===== src/rtl/descriptor_memory_arbiter.sv =====
// descriptor_memory_arbiter
// Shares a single-port descriptor RAM between the host configuration master
// (port 0) and the DMA descriptor-fetch engine (port 1). One RAM access per
// cycle, read data returned one cycle after acceptance, and a bounded lock
// so one master can finish an ownership-bit read-modify-write atomically.
//
// Build option:
//   DESC_ARB_ROUND_ROBIN_EN - on an unlocked conflict, the port not granted
//                             most recently wins. Without it, port 1 (DMA)
//                             always wins conflicts.
module descriptor_memory_arbiter #(
  parameter int ADDR_W   = 9,
  parameter int DATA_W   = 32,
  parameter int MAX_LOCK = 16
) (
  input  logic                  clk,
  input  logic                  reset,
  // port 0: host / CPU
  input  logic [ADDR_W-1:0]     m0_address,
  input  logic [DATA_W/8-1:0]   m0_byteenable,
  input  logic                  m0_read,
  input  logic                  m0_write,
  input  logic [DATA_W-1:0]     m0_writedata,
  input  logic                  m0_lock,
  output logic                  m0_waitrequest,
  output logic [DATA_W-1:0]     m0_readdata,
  output logic                  m0_readdatavalid,
  // port 1: DMA descriptor fetch
  input  logic [ADDR_W-1:0]     m1_address,
  input  logic [DATA_W/8-1:0]   m1_byteenable,
  input  logic                  m1_read,
  input  logic                  m1_write,
  input  logic [DATA_W-1:0]     m1_writedata,
  input  logic                  m1_lock,
  output logic                  m1_waitrequest,
  output logic [DATA_W-1:0]     m1_readdata,
  output logic                  m1_readdatavalid,
  // descriptor RAM
  output logic [ADDR_W-1:0]     ram_address,
  output logic [DATA_W/8-1:0]   ram_byteenable,
  output logic                  ram_chipselect,
  output logic                  ram_write,
  output logic [DATA_W-1:0]     ram_writedata,
  output logic                  ram_clken,
  input  logic [DATA_W-1:0]     ram_readdata,
  // status
  output logic                  lock_timeout
);

  localparam int CNT_W = $clog2(MAX_LOCK + 1);
  localparam logic [CNT_W-1:0] CNT_ZERO = '0;
  localparam logic [CNT_W-1:0] CNT_ONE  = CNT_W'(1);
  localparam logic [CNT_W-1:0] CNT_MAX  = CNT_W'(MAX_LOCK);

  typedef enum logic [1:0] {
    UNLOCKED = 2'd0,
    LOCKED0  = 2'd1,
    LOCKED1  = 2'd2
  } state_t;

  state_t             state_q, state_d;
  logic [CNT_W-1:0]   lock_cnt_q, lock_cnt_d;
  logic               rd_vld_q, rd_vld_d;
  logic               rd_port_q;

  logic               req0_s, req1_s;
  logic               gnt0_s, gnt1_s;
  logic               prefer1_s;
  logic               lock_timeout_s;
  logic               wr_sel_s;

  assign req0_s = m0_read | m0_write;
  assign req1_s = m1_read | m1_write;

`ifdef DESC_ARB_ROUND_ROBIN_EN
  // Last granted port; 0 after reset so port 1 is favoured first.
  logic last_q, last_d;

  assign prefer1_s = ~last_q;

  // Remember which port took the most recent transfer.
  always_comb begin
    last_d = last_q;
    if (gnt1_s) begin
      last_d = 1'b1;
    end else if (gnt0_s) begin
      last_d = 1'b0;
    end else begin
      last_d = last_q;
    end
  end

  // Round-robin pointer register.
  always_ff @(posedge clk) begin
    if (reset) begin
      last_q <= 1'b0;
    end else begin
      last_q <= last_d;
    end
  end
`else
  assign prefer1_s = 1'b1;
`endif

  // Grant selection and lock state machine next-state logic.
  always_comb begin
    gnt0_s         = 1'b0;
    gnt1_s         = 1'b0;
    state_d        = state_q;
    lock_cnt_d     = lock_cnt_q;
    lock_timeout_s = 1'b0;
    if (reset) begin
      state_d    = UNLOCKED;
      lock_cnt_d = CNT_ZERO;
    end else begin
      case (state_q)
        UNLOCKED: begin
          if (req0_s && req1_s) begin
            if (prefer1_s) begin
              gnt1_s = 1'b1;
            end else begin
              gnt0_s = 1'b1;
            end
          end else begin
            gnt0_s = req0_s;
            gnt1_s = req1_s;
          end
          if (gnt0_s && m0_lock) begin
            state_d    = LOCKED0;
            lock_cnt_d = CNT_ONE;
          end else if (gnt1_s && m1_lock) begin
            state_d    = LOCKED1;
            lock_cnt_d = CNT_ONE;
          end else begin
            state_d    = UNLOCKED;
            lock_cnt_d = CNT_ZERO;
          end
        end
        LOCKED0: begin
          // Owner keeps the RAM; port 1 stalls even while port 0 is idle.
          gnt0_s = req0_s;
          if (!m0_lock) begin
            state_d    = UNLOCKED;
            lock_cnt_d = CNT_ZERO;
          end else if (lock_cnt_q >= CNT_MAX) begin
            lock_timeout_s = 1'b1;
            state_d        = UNLOCKED;
            lock_cnt_d     = CNT_ZERO;
          end else begin
            lock_cnt_d = lock_cnt_q + CNT_ONE;
          end
        end
        LOCKED1: begin
          gnt1_s = req1_s;
          if (!m1_lock) begin
            state_d    = UNLOCKED;
            lock_cnt_d = CNT_ZERO;
          end else if (lock_cnt_q >= CNT_MAX) begin
            lock_timeout_s = 1'b1;
            state_d        = UNLOCKED;
            lock_cnt_d     = CNT_ZERO;
          end else begin
            lock_cnt_d = lock_cnt_q + CNT_ONE;
          end
        end
        default: begin
          state_d    = UNLOCKED;
          lock_cnt_d = CNT_ZERO;
        end
      endcase
    end
  end

  // Route the winning master onto the RAM port.
  always_comb begin
    if (gnt1_s) begin
      ram_address    = m1_address;
      ram_byteenable = m1_byteenable;
      ram_writedata  = m1_writedata;
      wr_sel_s       = m1_write;
    end else begin
      ram_address    = m0_address;
      ram_byteenable = m0_byteenable;
      ram_writedata  = m0_writedata;
      wr_sel_s       = m0_write;
    end
  end

  assign ram_chipselect = gnt0_s | gnt1_s;
  assign ram_write      = ram_chipselect & wr_sel_s;
  assign ram_clken      = 1'b1;

  assign m0_waitrequest = ~gnt0_s;
  assign m1_waitrequest = ~gnt1_s;
  assign lock_timeout   = lock_timeout_s;

  // A read-and-write request is a write, so only pure reads return data.
  always_comb begin
    rd_vld_d = (gnt0_s & m0_read & ~m0_write) | (gnt1_s & m1_read & ~m1_write);
  end

  // State, lock counter and read-return pipe registers.
  always_ff @(posedge clk) begin
    if (reset) begin
      state_q    <= UNLOCKED;
      lock_cnt_q <= CNT_ZERO;
      rd_vld_q   <= 1'b0;
      rd_port_q  <= 1'b0;
    end else begin
      state_q    <= state_d;
      lock_cnt_q <= lock_cnt_d;
      rd_vld_q   <= rd_vld_d;
      rd_port_q  <= gnt1_s;
    end
  end

  // Reset drops any return that is due in the same cycle.
  assign m0_readdatavalid = rd_vld_q & ~rd_port_q & ~reset;
  assign m1_readdatavalid = rd_vld_q &  rd_port_q & ~reset;
  assign m0_readdata      = ram_readdata;
  assign m1_readdata      = ram_readdata;

endmodule


===== config.mk =====
export PLATFORM = sky130hd
export DESIGN_NAME = descriptor_memory_arbiter
export DESIGN_NICKNAME = d
export VERILOG_FILES = /design/src/rtl/descriptor_memory_arbiter.sv
export SDC_FILE = /design/constraint.sdc
export NUM_CORES = 1
export LEC_CHECK = 0
export CAP_MARGIN = 30
export CORE_AREA = 2 2 97 99
export DETAILED_ROUTE_END_ITERATION = 16
export DIE_AREA = 0 0 99 101
export DONT_BUFFER_PORTS = 1
export GPL_TIMING_DRIVEN = 1
export PLACE_DENSITY = 0.35
export SETUP_SLACK_MARGIN = 0.3
export SYNTH_ARGS = -nofsm -noshare
export SYNTH_HDL_FRONTEND = slang
export SYNTH_SLANG_ARGS = --single-unit

===== constraint.sdc =====
create_clock -name clk -period 2.7 [get_ports clk]
set_input_delay 0.81 -clock clk [delete_from_list [all_inputs] [get_ports clk]]
set_output_delay 0.81 -clock clk [all_outputs]
set_load 0.02 [all_outputs]

==> run_results.csv, run 1 <==
group,metric,value,unit
logic_synthesis,synth_area_per_cell,9.033,um2
floorplanning,initial_core_util,17.41,%
logic_synthesis,syn-num-nets,309,
logic_synthesis,synthCells,173,
power_and_ir_drop,p_per_area,395.0,nW/um2
sta,fin_crit_sh,93.17,%
logic_synthesis,synth_top_area_share,31.22,%
placement,port_buffers,0,
detailed_routing,remaining_drc_errors,0,
floorplanning,die-area,9999,um2
cts,ctsHtreeMaxLevel,1,
detailed_routing,totalWireLength,5273,um
worst_setup_path,required,1890,ps
worst_setup_path,r2r_setup_slack,1120,ps
floorplanning,die-width,99,um
sta,period_minus_slack,2516,ps
floorplanning,placement_rows,35,
worst_setup_path,crit_arrival,1710,ps
global_routing,grt_pass1_vias,991,
global_routing,globalRouteOverflowTotal,0,
power_and_ir_drop,ir_worst_vdd,0.0002333,V
logic_synthesis,netlist_top_cells_count,"buf_4 (65), mux2_2 (43), dfxtp_1 (9), nor2_1 (9)",
run_status,status,"finished, final reports clean",
cts,clk_pin_slew,40,ps
detailed_routing,wl_per_cell,22.73,um
logic_synthesis,synth_seq_cells,9,
worst_setup_path,critical_path_class,"in2out",
cells_and_area,area_growth_syn_to_layout,9.288,%
sta,clock.fmax,0.3975,GHz
global_routing,antenna_found_initial,0,
logic_synthesis,ys_seq_area_share,11.53,%
logic_synthesis,yosysWarnings,0,
cells_and_area,fillers,964,
logic_synthesis,synth_area,1563,um2
detailed_routing,ant_nets,0,
logic_synthesis,synth_edf_count,0,
cts,cts_num_sinks,9,
cells_and_area,fin_nets,258,
logic_synthesis,ys_async_sr_fraction,0,%
cells_and_area,fin_cells,232,
cts,clk_latency,220,ps
cells_and_area,drive_gt1_share,65.29,%
worst_setup_path,startpoint_type,"input port",
floorplanning,core_area,8977,um2
detailed_routing,vias,958,
floorplanning,dieHeight,101,um
power_and_ir_drop,p_leak,0.7031,nW
worst_setup_path,crit_fanout,5,
cts,cts_buffers,3,
worst_setup_path,cp-end-kind,"primary output",
sta,final-hold-violation-count,0,
logic_synthesis,yosys-top-cells-area,"buf_4 (31%), mux2_2 (31%), dfxtp_1 (12%)",
detailed_routing,drt-initial-drc-count,11,
logic_synthesis,synth_most_common_cell,"buf_4",
global_routing,grt_pass1_wl,6486,um
placement,place_congestion,0.6970,
sta,layout_setup_ws,184.4,ps
detailed_routing,avgViaCountPerCell,4.129,
detailed_routing,first_pass_iters,4,
cts,root_buffer,"clkbuf_8",
placement,dpl_worst_slack,138.4,ps
cells_and_area,n_antenna_cell,0,
run,max-cap-violations,0,
floorplanning,io_pins,247,
logic_synthesis,yosysTopAreaCell,"buf_4",
cts,cts.path.max_buffers,2,
cts,cts_tree,"done",
sta,slew_violations,0,
sta,setup_violations,0,
sta,setup_tns,0,ps
global_routing,grt_max_degree,12,
sta,clock_skew,0.8987,ps
logic_synthesis,synth_ff_type,"dfxtp_1",
global_routing,track_usage,9.151,%
min_path,hold_path_class,"reg2reg",
placement,dp.cells,217,
sta,rsz0062_at_grt,"true",
logic_synthesis,synth.distinct_cells,31,
## repair_timing
| item | CTS | global route |
|---|---|---|
| gates resized for setup | 38 | 2 |
| cloned | 5 | 1 |
| buffers inserted | 4 | 1 |
| pin swaps | 3 | 0 |
| hold buffers | 0 | 0 |
| endpoints found under the setup margin | 49 | 48 |
## power by group
part,total [mW],leakage (nW),switching (mW),internal [mW]
registers,0.144,0.0744,0.00491,0.139
clock network,0.150,0.0228,0.0476,0.102
logic,0.380,0.606,0.194,0.186
total,0.675,0.703,0.247,0.428
## placed cells by master (no fill, tap or decap), types with 2 or more instances in the layout
cell / synthesis / routed
nand3_1: 2 / 2
buf_4: 65 / 6
ha_4: 0 / 2
dfxtp_1: 9 / 7
buf_16: 0 / 5
buf_8: 0 / 3
mux2_4: 0 / 45
nand3b_1: 2 / 2
ha_1: 6 / 4
o21ai_1: 2 / 2
nor3b_1: 2 / 2
inv_1: 6 / 3
dfxtp_2: 0 / 2
nor2_1: 9 / 7
clkbuf_8: 0 / 3
## routing by layer
metal	up-vias	routed length, um	global-route usage [%]
li1	416	-	-
met1	426	2148	11.72
met2	111	2074	10.81
met3	5	1011	8.599
met4	0	38	2.002
met5	-	0	0
## cell type report
class	instances	area, um2	area share (%)
inverters	6	28.78	1.685
well taps	111	138.9	8.132
flip-flops and latches	9	182.7	10.70
repair buffers	16	272.8	15.97
clock buffers	4	45.04	2.637
multi-input cells	86	1040	60.88
## path summary, 6_finish.rpt
kind	start	to	depth (start not counted)
min	lock_cnt_q[3]	lock_cnt_q[4]	2
min reg2reg	lock_cnt_q[3]	lock_cnt_q[4]	2
max	m1_write	ram_writedata[10]	5
max reg2reg	state_q[0]	state_q[1]	6
## through the flow
stage                     instance area [um2]  hold slack (ps)  utilization [%]  power (mW)
after floorplan                          1702            447.2                -      0.5525
after global routing                     1708            528.4            19.02      0.7198
after detailed placement                 1330            486.1            14.82      0.4398
after global placement                   1330            480.3            14.82      0.4394
after CTS                                1669            492.7            18.59      0.6828
final                                    1708            484.6            19.02      0.6746
## flip-flops by register name, indices dropped and copies added (netlist names)
name and cells:
state_q 2, rd_vld_q 1, lock_cnt_q 5, rd_port_q 1
## worst max-delay path, cell delays in order
cell	delay, ps
o22ai_4	180
nor2_4	70
buf_8	150
clkbuf_16	160
mux2_4	330
## cells by family (layout without fill, tap and decap cells)
logic type               Yosys count  in the layout  share of synthesized area [%]
XOR/XNOR                           2              2                          1.121
adder cells (fa/ha/maj)            6              6                          4.804
buffers and inverters             78             26                          36.91
other                              1              1                         0.2400
AO/OA/AOI/OAI                      9              9                          4.484
flip-flops                         9              9                          11.53
AND/OR/NAND/NOR                   22             22                          7.846
multiplexers                      46             46                          33.07
(Power assumes the default switching activity.)
==> inputs of run 2 (changes only) <==
CTS_BUF_LIST = sky130_fd_sc_hd__clkbuf_8 sky130_fd_sc_hd__clkbuf_16   (was not set)
==> run_results.csv, run 2 (synthesized netlist as in run 1, its figures left out) <==
group,metric,value,unit
power_and_ir_drop,p_per_area,392.9,nW/um2
worst_setup_path,path_cells,"o22ai_4, nor2_4, buf_8, clkbuf_16, mux2_4",
detailed_routing,vias,958,
cells_and_area,drive_gt1_share,65.29,%
floorplanning,dieHeight,101,um
global_routing,grt_pass1_vias,991,
sta,rsz0062_at_grt,"true",
detailed_routing,remaining_drc_errors,0,
floorplanning,die-area,9999,um2
cells_and_area,top_register,"lock_cnt_q",
power_and_ir_drop,swShare,36.82,%
worst_setup_path,crit_arrival,1710,ps
cells_and_area,largest_reg_flops,5,
run_status,status,"finished, final reports clean",
detailed_routing,drt-initial-drc-count,11,
cts,clk_latency,220,ps
cts,cts.path.max_buffers,2,
detailed_routing,totalWireLength,5273,um
cts,cts_tree,"done",
floorplanning,io_pins,247,
power_and_ir_drop,p_sw,247.0,uW
cts,ctsHtreeMaxLevel,1,
cts,postCtsHoldBufs,0,
worst_setup_path,path_delay_family,"multiplexers",
worst_setup_path,critical_path_class,"in2out",
power_and_ir_drop,p_leak,0.7073,nW
detailed_routing,wl_per_cell,22.73,um
cells_and_area,reg.largest.list,"lock_cnt_q (5), state_q (2)",
power_and_ir_drop,seq_power_share,21.5,%
worst_setup_path,critPathSlowestCell,"mux2_4",
worst_setup_path,cp-end-kind,"primary output",
detailed_routing,ant_nets,0,
run,max-cap-violations,0,
sta,setup_tns,0,ps
worst_setup_path,required,1890,ps
placement,place_congestion,0.6970,
cells_and_area,area_growth_syn_to_layout,9.288,%
global_routing,grt_pass1_wl,6486,um
cts,cts_num_sinks,9,
cells_and_area,fin_nets,258,
detailed_routing,avgViaCountPerCell,4.129,
cts,cts_buffers,3,
sta,period_minus_slack,2516,ps
sta,clock_skew,0.5927,ps
placement,port_buffers,0,
sta,setup_violations,0,
worst_setup_path,cp_slowest_stage_delay,330,ps
floorplanning,die-width,99,um
sta,final-hold-violation-count,0,
cts,clk_pin_slew,40,ps
power_and_ir_drop,ir_worst_vdd,0.0002337,V
sta,slew_violations,0,
cells_and_area,final_common_cell,"mux2_4",
placement,dp.cells,217,
worst_setup_path,critPathBufInv,2,
sta,fin_crit_sh,93.17,%
floorplanning,initial_core_util,17.41,%
power_and_ir_drop,power_frac_comb,56.7,%
cells_and_area,layout_common_cells,"mux2_4 (45), nor2_1 (7), dfxtp_1 (7)",
floorplanning,core_area,8977,um2
worst_setup_path,crit_fanout,5,
floorplanning,placement_rows,35,
cts,root_buffer,"clkbuf_8",
global_routing,globalRouteOverflowTotal,0,
sta,clock.fmax,0.3975,GHz
power_and_ir_drop,clkPwrFrac,21.8,%
cells_and_area,n_antenna_cell,0,
global_routing,track_usage,9.151,%
global_routing,antenna_found_initial,0,
cells_and_area,fin_cells,232,
worst_setup_path,startpoint_type,"input port",
detailed_routing,first_pass_iters,4,
global_routing,grt_max_degree,12,
min_path,hold_path_class,"reg2reg",
power_and_ir_drop,intPower,423.9,uW
-- run 2: changes by cell type in the layout (fill, tap and decap cells not counted), sizes merged --
cell,before,now
clkbuf,5,4
inv,5,6
-- run 2: cell type report --
| cell class | count | area (um2) |
|---|---|---|
| clock buffers | 3 | 41.29 |
| well taps | 111 | 138.9 |
| inverters | 6 | 28.78 |
| fillers | 964 | 7269 |
| flip-flops and latches | 9 | 182.7 |
| multi-input cells | 86 | 1040 |
| clock inverters | 1 | 3.754 |
| repair buffers | 16 | 272.8 |
-- run 2: path summary, 6_finish.rpt --
| kind | startpoint | endpoint | slack, ps | depth (start not counted) |
|---|---|---|---|---|
| max | m1_write | ram_writedata[10] | 180 | 5 |
| min | lock_cnt_q[3] | lock_cnt_q[4] | 480 | 2 |
| max reg2reg | state_q[0] | state_q[1] | 1120 | 6 |
| min reg2reg | lock_cnt_q[3] | lock_cnt_q[4] | 480 | 2 |
-- run 2: power groups by stage --
stage	Sequential [mW]	Clock [mW]	Combinational [mW]
CTS	0.144	0.155	0.380
global placement	0.145	0	0.294
finish	0.144	0.146	0.380
detailed placement	0.145	0	0.294
floorplan	0.144	0	0.408
global route	0.145	0.167	0.405
-- run 2: through the flow --
stage               util (%)  total power, mW  hold slack (ps)  instance area (um2)  setup slack, ps
floorplan                  -           0.5525            447.2                 1702            237.5
finish                 19.02           0.6710            484.6                 1708            184.4
CTS                    18.59           0.6792            492.7                 1669            179.2
global route           19.02           0.7163            528.4                 1708            129.9
global placement       14.82           0.4394            480.3                 1330            148.2
detailed placement     14.82           0.4398            486.1                 1330            138.4
-- run 2: worst register-to-register path, cell delays in order, from the launching register on --
cell and delay (ps):
dfxtp_2 340, inv_4 80, ha_4 150, buf_4 120
a22oi_1 80, or4_1 550, o21ai_1 190
-- run 2: repair_timing --
action / 4_1_cts / 5_1_grt
gates resized for setup: 38 / 2
pin swaps: 3 / 0
setup endpoints to repair: 49 / 48
gates cloned: 5 / 1
setup buffers: 4 / 1
-- run 2: routing by layer --
metal | global-route usage, % | vias up | share of wire (%)
met1 | 11.72 | 426 | 41
met3 | 8.599 | 5 | 19
met4 | 2.002 | 0 | 0.72
li1 | - | 416 | -
met2 | 10.81 | 111 | 39
met5 | 0 | - | 0
